===== config.mk =====
export PLATFORM = sky130hd
export DESIGN_NAME = vga_rect_motion_ctl
export DESIGN_NICKNAME = d
export VERILOG_FILES = /design/src/rtl/vga_pkg.sv /design/src/rtl/vga_frame_edge.sv /design/src/rtl/vga_rect_motion_ctl.sv
export SDC_FILE = /design/constraint.sdc
export NUM_CORES = 1
export LEC_CHECK = 0
export ABC_CLOCK_PERIOD_IN_PS = 5500
export CAP_MARGIN = 15
export CORE_UTILIZATION = 61
export CTS_BUF_LIST = sky130_fd_sc_hd__clkbuf_8
export DETAILED_ROUTE_END_ITERATION = 6
export GPL_ROUTABILITY_DRIVEN = 0
export PLACE_DENSITY = 0.88
export SYNTH_ARGS = -nofsm -noshare
export SYNTH_HDL_FRONTEND = slang
export SYNTH_SLANG_ARGS = --single-unit
export TNS_END_PERCENT = 20

===== constraint.sdc =====
create_clock -name pclk -period 5.5 [get_ports pclk]
set_input_delay 1.1 -clock pclk [delete_from_list [all_inputs] [get_ports pclk]]
set_output_delay 1.1 -clock pclk [all_outputs]
set_load 0.01 [all_outputs]

===== src/rtl/vga_pkg.sv =====
// Shared VGA pipeline definitions: active-area size, coordinate width, state and
// direction encodings, and the single-axis bounce step used by motion controllers.
package vga_pkg;

  localparam int VGA_H_ACTIVE = 800;
  localparam int VGA_V_ACTIVE = 600;
  localparam int COORD_W      = 11;
  localparam int SUM_W        = COORD_W + 1;

  typedef enum logic {
    IDLE = 1'b0,
    RUN  = 1'b1
  } state_e;

  typedef enum logic {
    DIR_POS = 1'b0,
    DIR_NEG = 1'b1
  } dir_e;

  typedef struct packed {
    logic [COORD_W-1:0] pos;
    dir_e               dir;
    logic               hit;
  } axis_t;

  // One update of one axis; the extra sum bit keeps pos+step from wrapping.
  function automatic axis_t axis_step(input logic [COORD_W-1:0] pos,
                                      input dir_e               dir,
                                      input logic [SUM_W-1:0]   step,
                                      input logic [SUM_W-1:0]   lim);
    axis_t            r;
    logic [SUM_W-1:0] pos_w;
    pos_w = {1'b0, pos};
    r.pos = pos;
    r.dir = dir;
    r.hit = 1'b0;
    if (dir == DIR_POS) begin
      if (pos_w + step >= lim) begin
        r.pos = COORD_W'(lim);
        r.dir = DIR_NEG;
        r.hit = 1'b1;
      end else begin
        r.pos = COORD_W'(pos_w + step);
      end
    end else begin
      if (pos_w <= step) begin
        r.pos = '0;
        r.dir = DIR_POS;
        r.hit = 1'b1;
      end else begin
        r.pos = COORD_W'(pos_w - step);
      end
    end
    return r;
  endfunction

endpackage


===== src/rtl/vga_frame_edge.sv =====
// Rising-edge detector for vertical blanking: fe is high for the single cycle
// where vblnk_in is high but was low on the previous pclk.
module vga_frame_edge (
  input  logic pclk,
  input  logic rst,
  input  logic vblnk_in,
  output logic fe
);

  logic vblnk_d_q;
  logic vblnk_d_d;

  always_comb vblnk_d_d = vblnk_in;

  // NOTE: reset is synchronous here (only sampled on pclk), and state flops use <=.
  always_ff @(posedge pclk) begin
    if (rst) vblnk_d_q <= 1'b0;
    else     vblnk_d_q <= vblnk_d_d;
  end

  assign fe = vblnk_in & ~vblnk_d_q;

endmodule


===== src/rtl/vga_rect_motion_ctl.sv =====
// Per-frame bouncing-rectangle position controller; positions change only on the
// rising edge of vblnk_in. Optional frame divider under macro VGA_RECT_FRAME_DIV_EN.
module vga_rect_motion_ctl
  import vga_pkg::*;
#(
  parameter int H_ACTIVE = VGA_H_ACTIVE,
  parameter int V_ACTIVE = VGA_V_ACTIVE,
  parameter int RECT_W   = 48,
  parameter int RECT_H   = 64,
  parameter int STEP_X   = 2,
  parameter int STEP_Y   = 1,
  parameter int X0       = 100,
  parameter int Y0       = 100
) (
  input  logic               pclk,
  input  logic               rst,
  input  logic               vblnk_in,
  input  logic               start,
  input  logic               stop,
`ifdef VGA_RECT_FRAME_DIV_EN
  input  logic [3:0]         frame_div,
`endif
  output logic [COORD_W-1:0] xpos,
  output logic [COORD_W-1:0] ypos,
  output logic               busy,
  output logic               frame_tick,
  output logic               bounce
);

  localparam int XMAX = H_ACTIVE - RECT_W;
  localparam int YMAX = V_ACTIVE - RECT_H;

  state_e             state_q, state_d;
  logic [COORD_W-1:0] x_q, x_d, y_q, y_d;
  dir_e               dir_x_q, dir_x_d, dir_y_q, dir_y_d;
  logic               busy_q, busy_d;
  logic               tick_q, tick_d;
  logic               bounce_q, bounce_d;
  logic               fe;
  logic               move;
  axis_t              nx, ny;
`ifdef VGA_RECT_FRAME_DIV_EN
  logic [3:0]         cnt_q, cnt_d;
`endif

  vga_frame_edge u_frame_edge (
    .pclk     (pclk),
    .rst      (rst),
    .vblnk_in (vblnk_in),
    .fe       (fe)
  );

  assign nx = axis_step(x_q, dir_x_q, SUM_W'(STEP_X), SUM_W'(XMAX));
  assign ny = axis_step(y_q, dir_y_q, SUM_W'(STEP_Y), SUM_W'(YMAX));

  // NOTE: every variable gets a default first so no path through this block infers a latch.
  always_comb begin
    state_d  = state_q;
    x_d      = x_q;
    y_d      = y_q;
    dir_x_d  = dir_x_q;
    dir_y_d  = dir_y_q;
    tick_d   = 1'b0;
    bounce_d = 1'b0;
    move     = 1'b0;
`ifdef VGA_RECT_FRAME_DIV_EN
    cnt_d    = cnt_q;
`endif
    if (stop) begin
      // stop outranks start and a coincident frame edge in either state
      state_d = IDLE;
      x_d     = COORD_W'(X0);
      y_d     = COORD_W'(Y0);
      dir_x_d = DIR_POS;
      dir_y_d = DIR_POS;
`ifdef VGA_RECT_FRAME_DIV_EN
      cnt_d   = '0;
`endif
    end else begin
      unique case (state_q)
        IDLE: begin
          if (start) begin
            state_d = RUN;
`ifdef VGA_RECT_FRAME_DIV_EN
            cnt_d   = '0;
`endif
          end
        end
        RUN: begin
          if (fe) begin
`ifdef VGA_RECT_FRAME_DIV_EN
            if (cnt_q == frame_div) begin
              move  = 1'b1;
              cnt_d = '0;
            end else begin
              cnt_d = cnt_q + 4'd1;
            end
`else
            move = 1'b1;
`endif
          end
        end
      endcase
    end
    if (move) begin
      x_d      = nx.pos;
      y_d      = ny.pos;
      dir_x_d  = nx.dir;
      dir_y_d  = ny.dir;
      tick_d   = 1'b1;
      bounce_d = nx.hit | ny.hit;
    end
    busy_d = (state_d == RUN);
  end

  always_ff @(posedge pclk) begin
    if (rst) begin
      state_q  <= IDLE;
      x_q      <= COORD_W'(X0);
      y_q      <= COORD_W'(Y0);
      dir_x_q  <= DIR_POS;
      dir_y_q  <= DIR_POS;
      busy_q   <= 1'b0;
      tick_q   <= 1'b0;
      bounce_q <= 1'b0;
`ifdef VGA_RECT_FRAME_DIV_EN
      cnt_q    <= '0;
`endif
    end else begin
      state_q  <= state_d;
      x_q      <= x_d;
      y_q      <= y_d;
      dir_x_q  <= dir_x_d;
      dir_y_q  <= dir_y_d;
      busy_q   <= busy_d;
      tick_q   <= tick_d;
      bounce_q <= bounce_d;
`ifdef VGA_RECT_FRAME_DIV_EN
      cnt_q    <= cnt_d;
`endif
    end
  end

  assign xpos       = x_q;
  assign ypos       = y_q;
  assign busy       = busy_q;
  assign frame_tick = tick_q;
  assign bounce     = bounce_q;

endmodule


==> reports/qor_table.md, run 1 <==
| Step | Item | Reported |
|:---|:---|:---|
| setup path | Maximum fanout encountered on the critical timing path | 19 |
| setup path | Kind of launch point of the worst setup path | primary input |
| global route | Maximum number of pins on one net before global-route repair | 20 |
| power | Logic pwr share | 5.5% |
| power | Reported leakage power | 0.000763 uW |
| power | Portion of total power attributed to sequential cells | 59.6% |
| place | Detailed placer's ending HPWL | 3.63 mm |
| final layout | Fraction of final layout cells with drive strength greater than 1 | 5.80% |
| power | Relative contribution of the clock network to total power | 34.9% |
| synth | Commonest cells post-synth | 28 x sky130_fd_sc_hd__nand2_1, 27 x sky130_fd_sc_hd__dfxtp_1, 22 x sky130_fd_sc_hd__nor2_1 |
| setup path | Crit. End Element | flip-flop |
| setup path | Biggest cell delay along the critical path | 0.86 ns |
| synth | Most used standard cell by instance count after synthesis | sky130_fd_sc_hd__nand2_1 |
| clock tree | Bufs on Longest Clock Path | 2 |
| place | Port Buf Inserts | 28 |
| global route | All-Layer GR Usage | 30.0% |
| clock tree | Number of H-tree levels | 1 |
| power | Max rail drop VDD | 0.147 mV |
| clock tree | Setup repair bufs after CTS | 0 |
| clock tree | Clock net sink count | 27 |
| synth | Library cell occupying the most area in the post-synthesis netlist | sky130_fd_sc_hd__dfxtp_1 |
| floorplan | Core Rows | 20 |
| floorplan | # IOs | 30 |
| sta | Worst hold-check slack | 0.526 ns |
| synth | Yosys cell types | 63 |
| synth | Proportion of netlist area held by the largest area contributor | 25.9% |
| global route | Antenna violations before repair | 0 |
| routing | Number of vias after detailed routing | 2105 |
| routing | DRC violation total after the first TritonRoute iteration | 160 |
| synth | Share of synthesized registers carrying an async set or reset | 0% |
| synth | Netlist area before placement | 0.00209 mm^2 |
| synth | XOR/XNOR share of the synthesized area | 6.29% |
| floorplan | Overall die area | 0.00366 mm^2 |
| routing | Routed WL | 5.14 mm |
| sta | Unrepaired setup endpoints after global routing | no |
| sta | Final hold vios | 0 |
| sta | Max transition margin | 41.1% |
| routing | DRC errors left | 0 |
| flow run | Count of maximum capacitance violations | 0 |
| final layout | Layout net count | 305 |
| setup path | Cell chain of the critical path | clkdlybuf4s50_1, nand3b_1, nor2_1, o21ai_1, a31oi_1, nor2_1, o22a_1 |
| clock tree | TritonCTS clock tree | done |
| routing | Post-detailed-route count of antenna-violating nets | 0 |
| setup path | Cell at the slowest stage of the critical path | sky130_fd_sc_hd__nor2_1 |
| global route | Via count of the first global-routing pass | 1728 |
| power | Internal power | 256 uW |
| power | Sw Ratio | 23.0% |
| floorplan | Placeable core region | 0.00315 mm^2 |
| floorplan | Die height | 60.5 um |
| routing | Via count normalized by instance count | 6.25 |
| clock tree | CTS Buf Count | 3 |
| synth | Synthesized area divided by synthesized cell count | 7.44 um^2 |
| final layout | Post-route standard cell area excluding fillers | 0.00236 mm^2 |
| clock tree | Cell at the root of the clock tree | sky130_fd_sc_hd__clkbuf_8 |
| clock tree | CTS Hold Buffers Added | 0 |
| sta | Summed negative setup slack over all endpoints | 0 ns |
| power | Switching pwr | 76.5 uW |
| sta | Fraction of the cycle the final worst path needs | 61.6% |
| routing | Detail-routed net length per standard cell | 15.2 um |
| min path | Worst min-delay path class | reg -> reg |
| floorplan | Die width | 60.5 um |
| sta | Setup violators final | 0 |
| synth | Dominant combinational cell family by area after synthesis | simple AND/OR/NAND/NOR gates |
| final layout | Layout-stage area growth over the synthesis result | 13.0% |
| synth | Post-synthesis share of cell area spent on and, or, nand and nor gates | 29.7% |
| setup path | Crit path buf inv count | 1 |
| synth | Multiplexer area fraction after synthesis | 1.02% |
| sta | Slew at the pin closest to its max-slew limit | 0.880 ns |
| setup path | Endpoint arrival time on the critical path | 3.56 ns |
| sta | Worst Skew | 0.00850 ns |
| setup path | Required time worst endpoint | 5.67 ns |
| synth | Yosys warns | 0 |
| clock tree | Post-cts sizing count | 0 |
| synth | Mapped Cells | 281 |
| synth | Number of register bits inferred by synthesis | 27 |
| sta | Count of pins over their slew limit | 0 |
| global route | Global-route wire length before repair | 8.45 mm |
| synth | Share of the yosys chip area belonging to registers | 25.9% |
| routing | Number of iterations in the first detailed-routing pass | 4 |
| synth | EDFF count, synth | 0 |
| synth | Dominant synthesized flop cell | sky130_fd_sc_hd__dfxtp_1 |
| clock tree | Clk Latency, worst-skew pair | 0.28 ns |
| global route | GRT Residual Overflow | 0 |
| final layout | Final antenna diode count | 0 |
| sta | Tmin final | 3.39 ns |
| setup path | Worst Setup Path Type | in -> reg |
| power | Power per standard cell area | 141 mW/mm^2 |
| floorplan | Starting density of the core | 66.3% |
| synth | Net Count, Synth | 292 |
| status | Outcome | completed |
| sta | Max Clk Rate | 295 MHz |
| synth | Cells taking the most area after synthesis | sky130_fd_sc_hd__dfxtp_1 26%, sky130_fd_sc_hd__nand2_1 5.0%, sky130_fd_sc_hd__o21ai_0 5.0% |
| place | Placed Area | 0.00231 mm^2 |
| synth | Arithmetic-cell share of the synthesized area counting full adders, half adders and majority gates | 3.59% |
| synth | Area fraction in compound gates after synthesis | 26.3% |
| clock tree | Clock edge transition at the registers on the reported setup and hold paths | 0.10 ns |
| setup path | Largest delay share family, worst path | simple AND/OR/NAND/NOR gates |
| setup path | Cell seen most often among critical-path stages | sky130_fd_sc_hd__nor2_1 |
==> tightest hold or removal path: cells and delay by family, from the launching register on <==
family        cells  cell delay, ns
flops             1            0.35
simple gates      2            0.14
==> path summary, 6_finish.rpt <==
| check | start | endpoint | slack [ns] | depth (start not counted) |
|---|---|---|---|---|
| max | vblnk_in | ypos[5] | 2.11 | 7 |
| min | busy | busy | 0.53 | 2 |
| min reg2reg | busy | busy | 0.53 | 2 |
| max reg2reg | ypos[0] | ypos[3] | 2.78 | 8 |
==> layout by cell type (no fill, tap or decap), types with 4 or more instances in the layout <==
| master | count |
|---|---|
| sky130_fd_sc_hd__a21o_1 | 4 |
| sky130_fd_sc_hd__a21oi_1 | 18 |
| sky130_fd_sc_hd__a31oi_1 | 7 |
| sky130_fd_sc_hd__a32o_1 | 4 |
| sky130_fd_sc_hd__and3_1 | 7 |
| sky130_fd_sc_hd__clkdlybuf4s50_1 | 28 |
| sky130_fd_sc_hd__dfxtp_1 | 27 |
| sky130_fd_sc_hd__ha_1 | 6 |
| sky130_fd_sc_hd__inv_1 | 9 |
| sky130_fd_sc_hd__nand2_1 | 28 |
| sky130_fd_sc_hd__nand2b_1 | 4 |
| sky130_fd_sc_hd__nand3_1 | 12 |
| sky130_fd_sc_hd__nand3b_1 | 4 |
| sky130_fd_sc_hd__nor2_1 | 22 |
| sky130_fd_sc_hd__nor3_1 | 17 |
| sky130_fd_sc_hd__o21ai_0 | 21 |
| sky130_fd_sc_hd__xnor2_1 | 10 |
| sky130_fd_sc_hd__xor2_1 | 5 |
==> flip-flops by register name (all words and copies together), names as in the netlist <==
signal,flops
xpos,10
dir_x_q,1
dir_y_q,1
bounce,1
frame_tick,1
u_frame_edge.vblnk_d_q,1
ypos,11
busy,1
==> power groups by stage <==
stage	registers, uW	logic [uW]	clock network [uW]
after floorplan	202	11.2	0
after global placement	203	17.5	0
after detailed placement	203	18.0	0
after CTS	198	18.1	118
after global routing	198	20.2	123
final	198	18.4	116
==> logic make-up (layout without fill, tap and decap cells) <==
group                    after synthesis  in the layout
AO/OA/AOI/OAI                         84             84
XOR/XNOR                              15             15
adder cells (fa/ha/maj)                6              6
buffers and inverters                 29             41
flip-flops                            27             27
multiplexers                           2              2
other                                  1              1
AND/OR/NAND/NOR                      117            117
==> cell type report <==
class,instances,area (um^2)
inverters,9,33.8
well taps,44,55.1
multi-input cells,225,1400
clock buffers,3,41.3
repair buffers,28,280
fillers,272,792
flip-flops and latches,27,541
clock inverters,1,7.51
==> through the flow <==
step                      setup slack, ns  power (uW)  util [%]  std cells
final                                2.11         332      74.9        337
after global placement               1.88         220      73.3        333
after detailed placement             1.83         221      73.3        333
after floorplan                      3.25         214         -        281
after global routing                 1.84         341      74.9        337
after CTS                            2.11         335      74.9        337
==> per-layer routing <==
| layer | GRT usage (%) | wire (um) | vias up |
|---|---|---|---|
| li1 | - | - | 1038 |
| met4 | 6.17 | 46 | 0 |
| met5 | 0 | 0 | - |
| met2 | 43.8 | 2240 | 101 |
| met1 | 46.7 | 2420 | 960 |
| met3 | 3.84 | 430 | 6 |
No activity file was read; power rests on OpenSTA's default activity.
==> run 2, diff against run 1 <==
--- a/config.mk
+++ b/config.mk
@@ -5,13 +5,13 @@
 export SDC_FILE = /design/constraint.sdc
 export NUM_CORES = 1
 export LEC_CHECK = 0
-export ABC_CLOCK_PERIOD_IN_PS = 5500
+export ABC_CLOCK_PERIOD_IN_PS = 2800
 export CAP_MARGIN = 15
-export CORE_UTILIZATION = 61
+export CORE_UTILIZATION = 51
 export CTS_BUF_LIST = sky130_fd_sc_hd__clkbuf_8
 export DETAILED_ROUTE_END_ITERATION = 6
 export GPL_ROUTABILITY_DRIVEN = 0
-export PLACE_DENSITY = 0.88
+export PLACE_DENSITY = 0.78
 export SYNTH_ARGS = -nofsm -noshare
 export SYNTH_HDL_FRONTEND = slang
 export SYNTH_SLANG_ARGS = --single-unit
==> constraint.sdc (replaced) <==
create_clock -name pclk -period 2.8 [get_ports pclk]
set_input_delay 0.56 -clock pclk [delete_from_list [all_inputs] [get_ports pclk]]
set_output_delay 0.56 -clock pclk [all_outputs]
set_load 0.01 [all_outputs]
==> run 2 against run 1 <==
Compared with the run above: non-clock buffer count up 9; power up 95%; first-iteration DRC count up 17%; global-route usage down 4.5 points; core utilization down 11 points; via count up 2.3%; sequential power up 96%; hold slack worse by 0.0088 ns; clock power up 92%; worst setup slack worse by 1.8 ns; clock skew down 0.0041 ns; critical path depth up 2; largest cell class unchanged.
==> reports/qor_table.md, run 2 (synthesis gave the netlist of run 1 again) <==
| Step | Item | Reported | Change |
|:---|:---|:---|:---|
| routing | DRC violation total after the first TritonRoute iteration | 187 | +17% |
| setup path | Endpoint arrival time on the critical path | 2.74 ns | -0.82 ns |
| clock tree | Post-cts sizing count | 0 | unchanged |
| clock tree | CTS Buf Count | 3 | unchanged |
| setup path | Cell at the slowest stage of the critical path | sky130_fd_sc_hd__dfxtp_1 |  |
| clock tree | Clk Latency, worst-skew pair | 0.27 ns | about the same |
| setup path | Kind of launch point of the worst setup path | flip-flop |  |
| setup path | Cell chain of the critical path | ha_1, nand2_1, xor2_1, a41oi_1, a21o_1, a21oi_2, buf_4, nor2b_1, o22a_1 |  |
| place | Detailed placer's ending HPWL | 3.70 mm | +2.2% |
| global route | GRT Residual Overflow | 0 | unchanged |
| clock tree | Cell at the root of the clock tree | sky130_fd_sc_hd__clkbuf_8 |  |
| routing | Number of iterations in the first detailed-routing pass | 5 | +1 |
| flow run | Count of maximum capacitance violations | 0 | unchanged |
| sta | Count of pins over their slew limit | 0 | unchanged |
| final layout | Flip-flop count of the largest register after layout | 11 | unchanged |
| final layout | Layout-stage area growth over the synthesis result | 16.3% |  |
| routing | Number of vias after detailed routing | 2153 | +2.3% |
| routing | Via count normalized by instance count | 6.15 | -1.5% |
| floorplan | Die height | 66.0 um | +9.1% |
| clock tree | Setup repair bufs after CTS | 0 | unchanged |
| min path | Worst min-delay path class | reg -> reg |  |
| sta | Max Clk Rate | 396 MHz |  |
| floorplan | Overall die area | 0.00436 mm^2 | +19% |
| sta | Tmin final | 2.52 ns |  |
| sta | Fraction of the cycle the final worst path needs | 90.1% |  |
| setup path | Biggest cell delay along the critical path | 0.59 ns | -0.27 ns |
| clock tree | TritonCTS clock tree | done |  |
| clock tree | Clock net sink count | 27 | unchanged |
| place | Port Buf Inserts | 28 | unchanged |
| clock tree | Number of H-tree levels | 1 | unchanged |
| final layout | Commonest non-fill, non-tap cells in the layout | 28 x sky130_fd_sc_hd__nand2_1, 28 x sky130_fd_sc_hd__clkdlybuf4s50_1, 27 x sky130_fd_sc_hd__dfxtp_1 |  |
| floorplan | Core Rows | 22 | +10% |
| global route | All-Layer GR Usage | 25.5% | -4.5 points |
| sta | Unrepaired setup endpoints after global routing | no |  |
| power | Final total power | 649 uW | +95% |
| routing | Detail-routed net length per standard cell | 14.7 um | -3.7% |
| final layout | Fraction of final layout cells with drive strength greater than 1 | 8.28% | +2.5 points |
| sta | Max transition margin | 66.8% | +26 points |
| setup path | Required time worst endpoint | 3.02 ns | -2.65 ns |
| global route | Maximum number of pins on one net before global-route repair | 19 | -5.0% |
| sta | Setup violators final | 0 | unchanged |
| setup path | Crit. End Element | flip-flop |  |
| global route | Via count of the first global-routing pass | 1830 | +5.9% |
| setup path | Maximum fanout encountered on the critical timing path | 13 | -6 |
| clock tree | Bufs on Longest Clock Path | 2 | unchanged |
| final layout | Final antenna diode count | 0 | unchanged |
| sta | Slew at the pin closest to its max-slew limit | 0.494 ns | -0.386 ns |
| routing | Routed WL | 5.14 mm | about the same |
| power | Reported leakage power | 0.000814 uW | +6.8% |
| sta | Final hold vios | 0 | unchanged |
| status | Outcome | completed |  |
| power | Power per standard cell area | 267 mW/mm^2 | +90% |
| floorplan | Placeable core region | 0.00380 mm^2 | +20% |
| clock tree | CTS Hold Buffers Added | 0 | unchanged |
| sta | Worst Skew | 0.00444 ns | -0.00406 ns |
| global route | Antenna violations before repair | 0 | unchanged |
| floorplan | Die width | 66.0 um | +9.1% |
| final layout | Layout net count | 314 | +3.0% |
| floorplan | Starting density of the core | 55.0% | -11 points |
| sta | Summed negative setup slack over all endpoints | 0 ns | unchanged |
| final layout | Number of non-filler instances in the completed layout | 350 | +3.9% |
| place | Placed Instances | 346 | +3.9% |
| routing | Post-detailed-route count of antenna-violating nets | 0 | unchanged |
| power | Max rail drop VDD | 0.193 mV | +31% |
| global route | Global-route wire length before repair | 8.65 mm | +2.4% |
| clock tree | Clock edge transition at the registers on the reported setup and hold paths | 0.10 ns | about the same |
| floorplan | # IOs | 30 | unchanged |
| routing | DRC errors left | 0 | unchanged |
| setup path | Worst Setup Path Type | reg -> reg |  |
[run 2: cell types whose count changed in the layout (fill, tap and decap cells not counted)]
cell,before,now
sky130_fd_sc_hd__buf_4,0,9
sky130_fd_sc_hd__clkinvlp_4,1,0
sky130_fd_sc_hd__inv_1,9,10
[run 2: report_power, final]
part           switching [uW]  internal [uW]
registers                2.86            386
clock network             125           98.4
logic                    21.0           16.5
total                     148            501
[run 2: worst paths after layout]
check,startpoint,endpoint,slack [ns],cells past startpoint
worst max-delay path,ypos[0],ypos[5],0.28,9
worst min-delay path,busy,busy,0.52,2
worst max register to register,ypos[0],ypos[5],0.28,9
worst min register to register,busy,busy,0.52,2
[run 2: area by class of cell]
type                       instances  area (um^2)
multi-input combinational        225         1400
fill                             348         1370
sequential                        27          541
timing repair buffer              37          348
tap                               48         60.1
clock buffer                       3         41.3
inverter                           9         33.8
clock inverter                     1         3.75
[run 2: layer usage]
layer  track usage, %  wire length [um]
met5                0                 0
met2             37.2              2160
met4             6.38                49
met3             3.10               390
met1             38.8              2540
[run 2: stage by stage]
| step | hold WS (ns) | setup slack [ns] | area (um^2) | utilization, % |
|---|---|---|---|---|
| after CTS | 0.521 | 0.321 | 2430 | 64.0 |
| after detailed placement | 0.506 | 0.343 | 2380 | 62.8 |
| after global placement | 0.500 | 0.427 | 2380 | 62.8 |
| after global routing | 0.557 | 0.0522 | 2430 | 64.0 |
| final | 0.517 | 0.277 | 2430 | 64.0 |
| after floorplan | 0.481 | 0.728 | 2090 | - |
[run 2: critical path: cells and delay by family (launching register included)]
family / cells / cell delay [ns]
AND/OR/NAND/NOR: 2 / 0.33
adder cells (fa/ha/maj): 1 / 0.35
flip-flops: 1 / 0.59
XOR/XNOR: 1 / 0.18
buffers and inverters: 1 / 0.21
AO/OA/AOI/OAI: 4 / 0.80
==> run 3, diff against run 2 <==
--- a/config.mk
+++ b/config.mk
@@ -12,6 +12,8 @@
 export DETAILED_ROUTE_END_ITERATION = 6
 export GPL_ROUTABILITY_DRIVEN = 0
 export PLACE_DENSITY = 0.78
+export REMOVE_ABC_BUFFERS = 1
+export SKIP_CTS_REPAIR_TIMING = 1
 export SYNTH_ARGS = -nofsm -noshare
 export SYNTH_HDL_FRONTEND = slang
 export SYNTH_SLANG_ARGS = --single-unit
==> run 3 against run 2 <==
Compared with the run above: critical path depth shrank 3; sequential power is essentially flat; first-iteration DRC count grew 4.3%; cell area grew 0.93%; core utilization grew 0.59 points; fmax grew 9.0%; combinational power grew 4%; clock power shrank 4%; global-route usage grew 0.60 points; power shrank 1.1%; final cell count grew 0.86%.
==> reports/qor_table.md, run 3 (synthesis gave the netlist of run 1 again) <==
| Step | Item | Reported | Change |
|:---|:---|:---|:---|
| setup path | Kind of launch point of the worst setup path | flip-flop |  |
| power | Max rail drop VDD | 0.173 mV | -10% |
| power | Final total power | 642 uW | -1.1% |
| sta | Max Clk Rate | 432 MHz | +9.0% |
| final layout | Flip-flop count of the largest register after layout | 11 | unchanged |
| sta | Worst-case setup margin in the final layout | 0.486 ns | +0.209 ns |
| floorplan | Die width | 66.0 um | unchanged |
| clock tree | Clock edge transition at the registers on the reported setup and hold paths | 0.09 ns | about the same |
| global route | GRT Residual Overflow | 0 | unchanged |
| sta | Max transition margin | 65.1% | -1.7 points |
| flow run | Count of maximum capacitance violations | 0 | unchanged |
| global route | Via count of the first global-routing pass | 1829 | -0.055% |
| floorplan | Overall die area | 0.00436 mm^2 | unchanged |
| place | Detailed placer's ending HPWL | 3.90 mm | +5.3% |
| sta | Slew at the pin closest to its max-slew limit | 0.520 ns | +0.0260 ns |
| clock tree | Cell at the root of the clock tree | sky130_fd_sc_hd__clkbuf_8 |  |
| sta | Worst Skew | 0.00198 ns | -0.00246 ns |
| clock tree | Clk Latency, worst-skew pair | 0.27 ns | about the same |
| routing | Met3 routed wirelength | 408 um | +4.6% |
| routing | DRC violation total after the first TritonRoute iteration | 195 | +4.3% |
| place | Setup Slack @ Placement | 0.485 ns | +0.142 ns |
| clock tree | CTS Buf Count | 3 | unchanged |
| floorplan | Core Rows | 22 | unchanged |
| clock tree | Number of H-tree levels | 1 | unchanged |
| final layout | Layout net count | 317 | +0.96% |
| final layout | Layout-stage area growth over the synthesis result | 17.4% |  |
| sta | Summed negative setup slack over all endpoints | 0 ns | unchanged |
| final layout | Final antenna diode count | 0 | unchanged |
| final layout | Fraction of final layout cells with drive strength greater than 1 | 9.18% | +0.90 points |
| min path | Worst min-delay path class | reg -> reg |  |
| global route | Global-route wire length before repair | 8.87 mm | +2.6% |
| routing | Number of vias after detailed routing | 2169 | +0.74% |
| floorplan | Starting density of the core | 55.0% | unchanged |
| power | Power per standard cell area | 262 mW/mm^2 | -2.0% |
| sta | Unrepaired setup endpoints after global routing | no |  |
| global route | Maximum number of pins on one net before global-route repair | 15 | -4 |
| power | Reported leakage power | 0.000827 uW | +1.5% |
| global route | Antenna violations before repair | 0 | unchanged |
| routing | Number of iterations in the first detailed-routing pass | 5 | unchanged |
| clock tree | Bufs on Longest Clock Path | 2 | unchanged |
| setup path | Slack of the worst reg-to-reg path | 0.49 ns | +0.21 ns |
| setup path | Required time worst endpoint | 2.94 ns | -0.08 ns |
| sta | Setup violators final | 0 | unchanged |
| setup path | Endpoint arrival time on the critical path | 2.45 ns | -0.29 ns |
| global route | All-Layer GR Usage | 26.1% | +0.60 points |
| routing | Routed WL | 5.31 mm | +3.3% |
| sta | Final hold vios | 0 | unchanged |
| routing | Met2 Routed Length | 2.24 mm | +3.8% |
| floorplan | # IOs | 30 | unchanged |
| setup path | Crit. End Element | flip-flop |  |
| setup path | Maximum fanout encountered on the critical timing path | 14 | +1 |
| floorplan | Placeable core region | 0.00380 mm^2 | unchanged |
| routing | Via count normalized by instance count | 6.14 | -0.11% |
| routing | Post-detailed-route count of antenna-violating nets | 0 | unchanged |
| routing | Detail-routed net length per standard cell | 15.0 um | +2.4% |
| final layout | Commonest non-fill, non-tap cells in the layout | 28 x sky130_fd_sc_hd__nand2_1, 28 x sky130_fd_sc_hd__clkdlybuf4s50_1, 27 x sky130_fd_sc_hd__dfxtp_1 |  |
| routing | Uppermost layer routed | met4 |  |
| sta | Count of pins over their slew limit | 0 | unchanged |
| sta | Fraction of the cycle the final worst path needs | 82.7% | -7.5 points |
| place | Port Buf Inserts | 28 | unchanged |
| floorplan | Die height | 66.0 um | unchanged |
| sta | Tmin final | 2.31 ns | -0.209 ns |
| clock tree | TritonCTS clock tree | done |  |
| routing | DRC errors left | 0 | unchanged |
| clock tree | Clock net sink count | 27 | unchanged |
| setup path | Worst Setup Path Type | reg -> reg |  |
| routing | Post-Route M1 WL | 2.62 mm | +3.1% |
| status | Outcome | completed |  |
[run 3: cell count changes in the layout (fill, tap and decap cells not counted), sizes merged]
| cell | change |
|---|---|
| buf | +3 |
[run 3: worst paths after layout]
path / from / to / cells past startpoint
worst min-delay path: busy / busy / 2
worst max-delay path: xpos[5] / xpos[2] / 6
worst min register to register: busy / busy / 2
worst max register to register: xpos[5] / xpos[2] / 6
[run 3: power breakdown]
group | switching [uW] | total (uW) | internal [uW]
clock network | 117 | 215 | 98.2
registers | 1.97 | 388 | 386
logic | 21.8 | 38.8 | 17.0
[run 3: layout make-up]
| cell class | instances | area, um^2 |
|---|---|---|
| clock buffers | 3 | 41.3 |
| inverters | 9 | 33.8 |
| repair buffers | 40 | 370 |
| clock inverters | 1 | 3.75 |
| well taps | 48 | 60.1 |
| fillers | 349 | 1350 |
| flip-flops and latches | 27 | 541 |
| multi-input cells | 225 | 1400 |
[run 3: critical path, cell delays in order, from the launching register on]
cell and delay, ns:
sky130_fd_sc_hd__dfxtp_1 0.45, sky130_fd_sc_hd__or4_4 0.62, sky130_fd_sc_hd__nor4_4 0.53, sky130_fd_sc_hd__or2b_2 0.28
sky130_fd_sc_hd__nor3_1 0.07, sky130_fd_sc_hd__a21oi_1 0.13, sky130_fd_sc_hd__o211ai_1 0.10
[run 3: per-stage QoR]
stage	instances	hold WS (ns)	utilization (%)	cell area, um^2
after floorplan	261	0.481	-	1980
after global placement	349	0.507	63.4	2410
after detailed placement	349	0.521	63.4	2410
after CTS	353	0.536	64.6	2450
after global routing	353	0.558	64.6	2450
final	353	0.526	64.6	2450
[run 3: metal layers]
layer	vias to the layer above	global-route usage, %
met5	-	0
met4	0	4.52
met3	5	4.14
met2	89	36.7
met1	1010	41.0
li1	1065	-
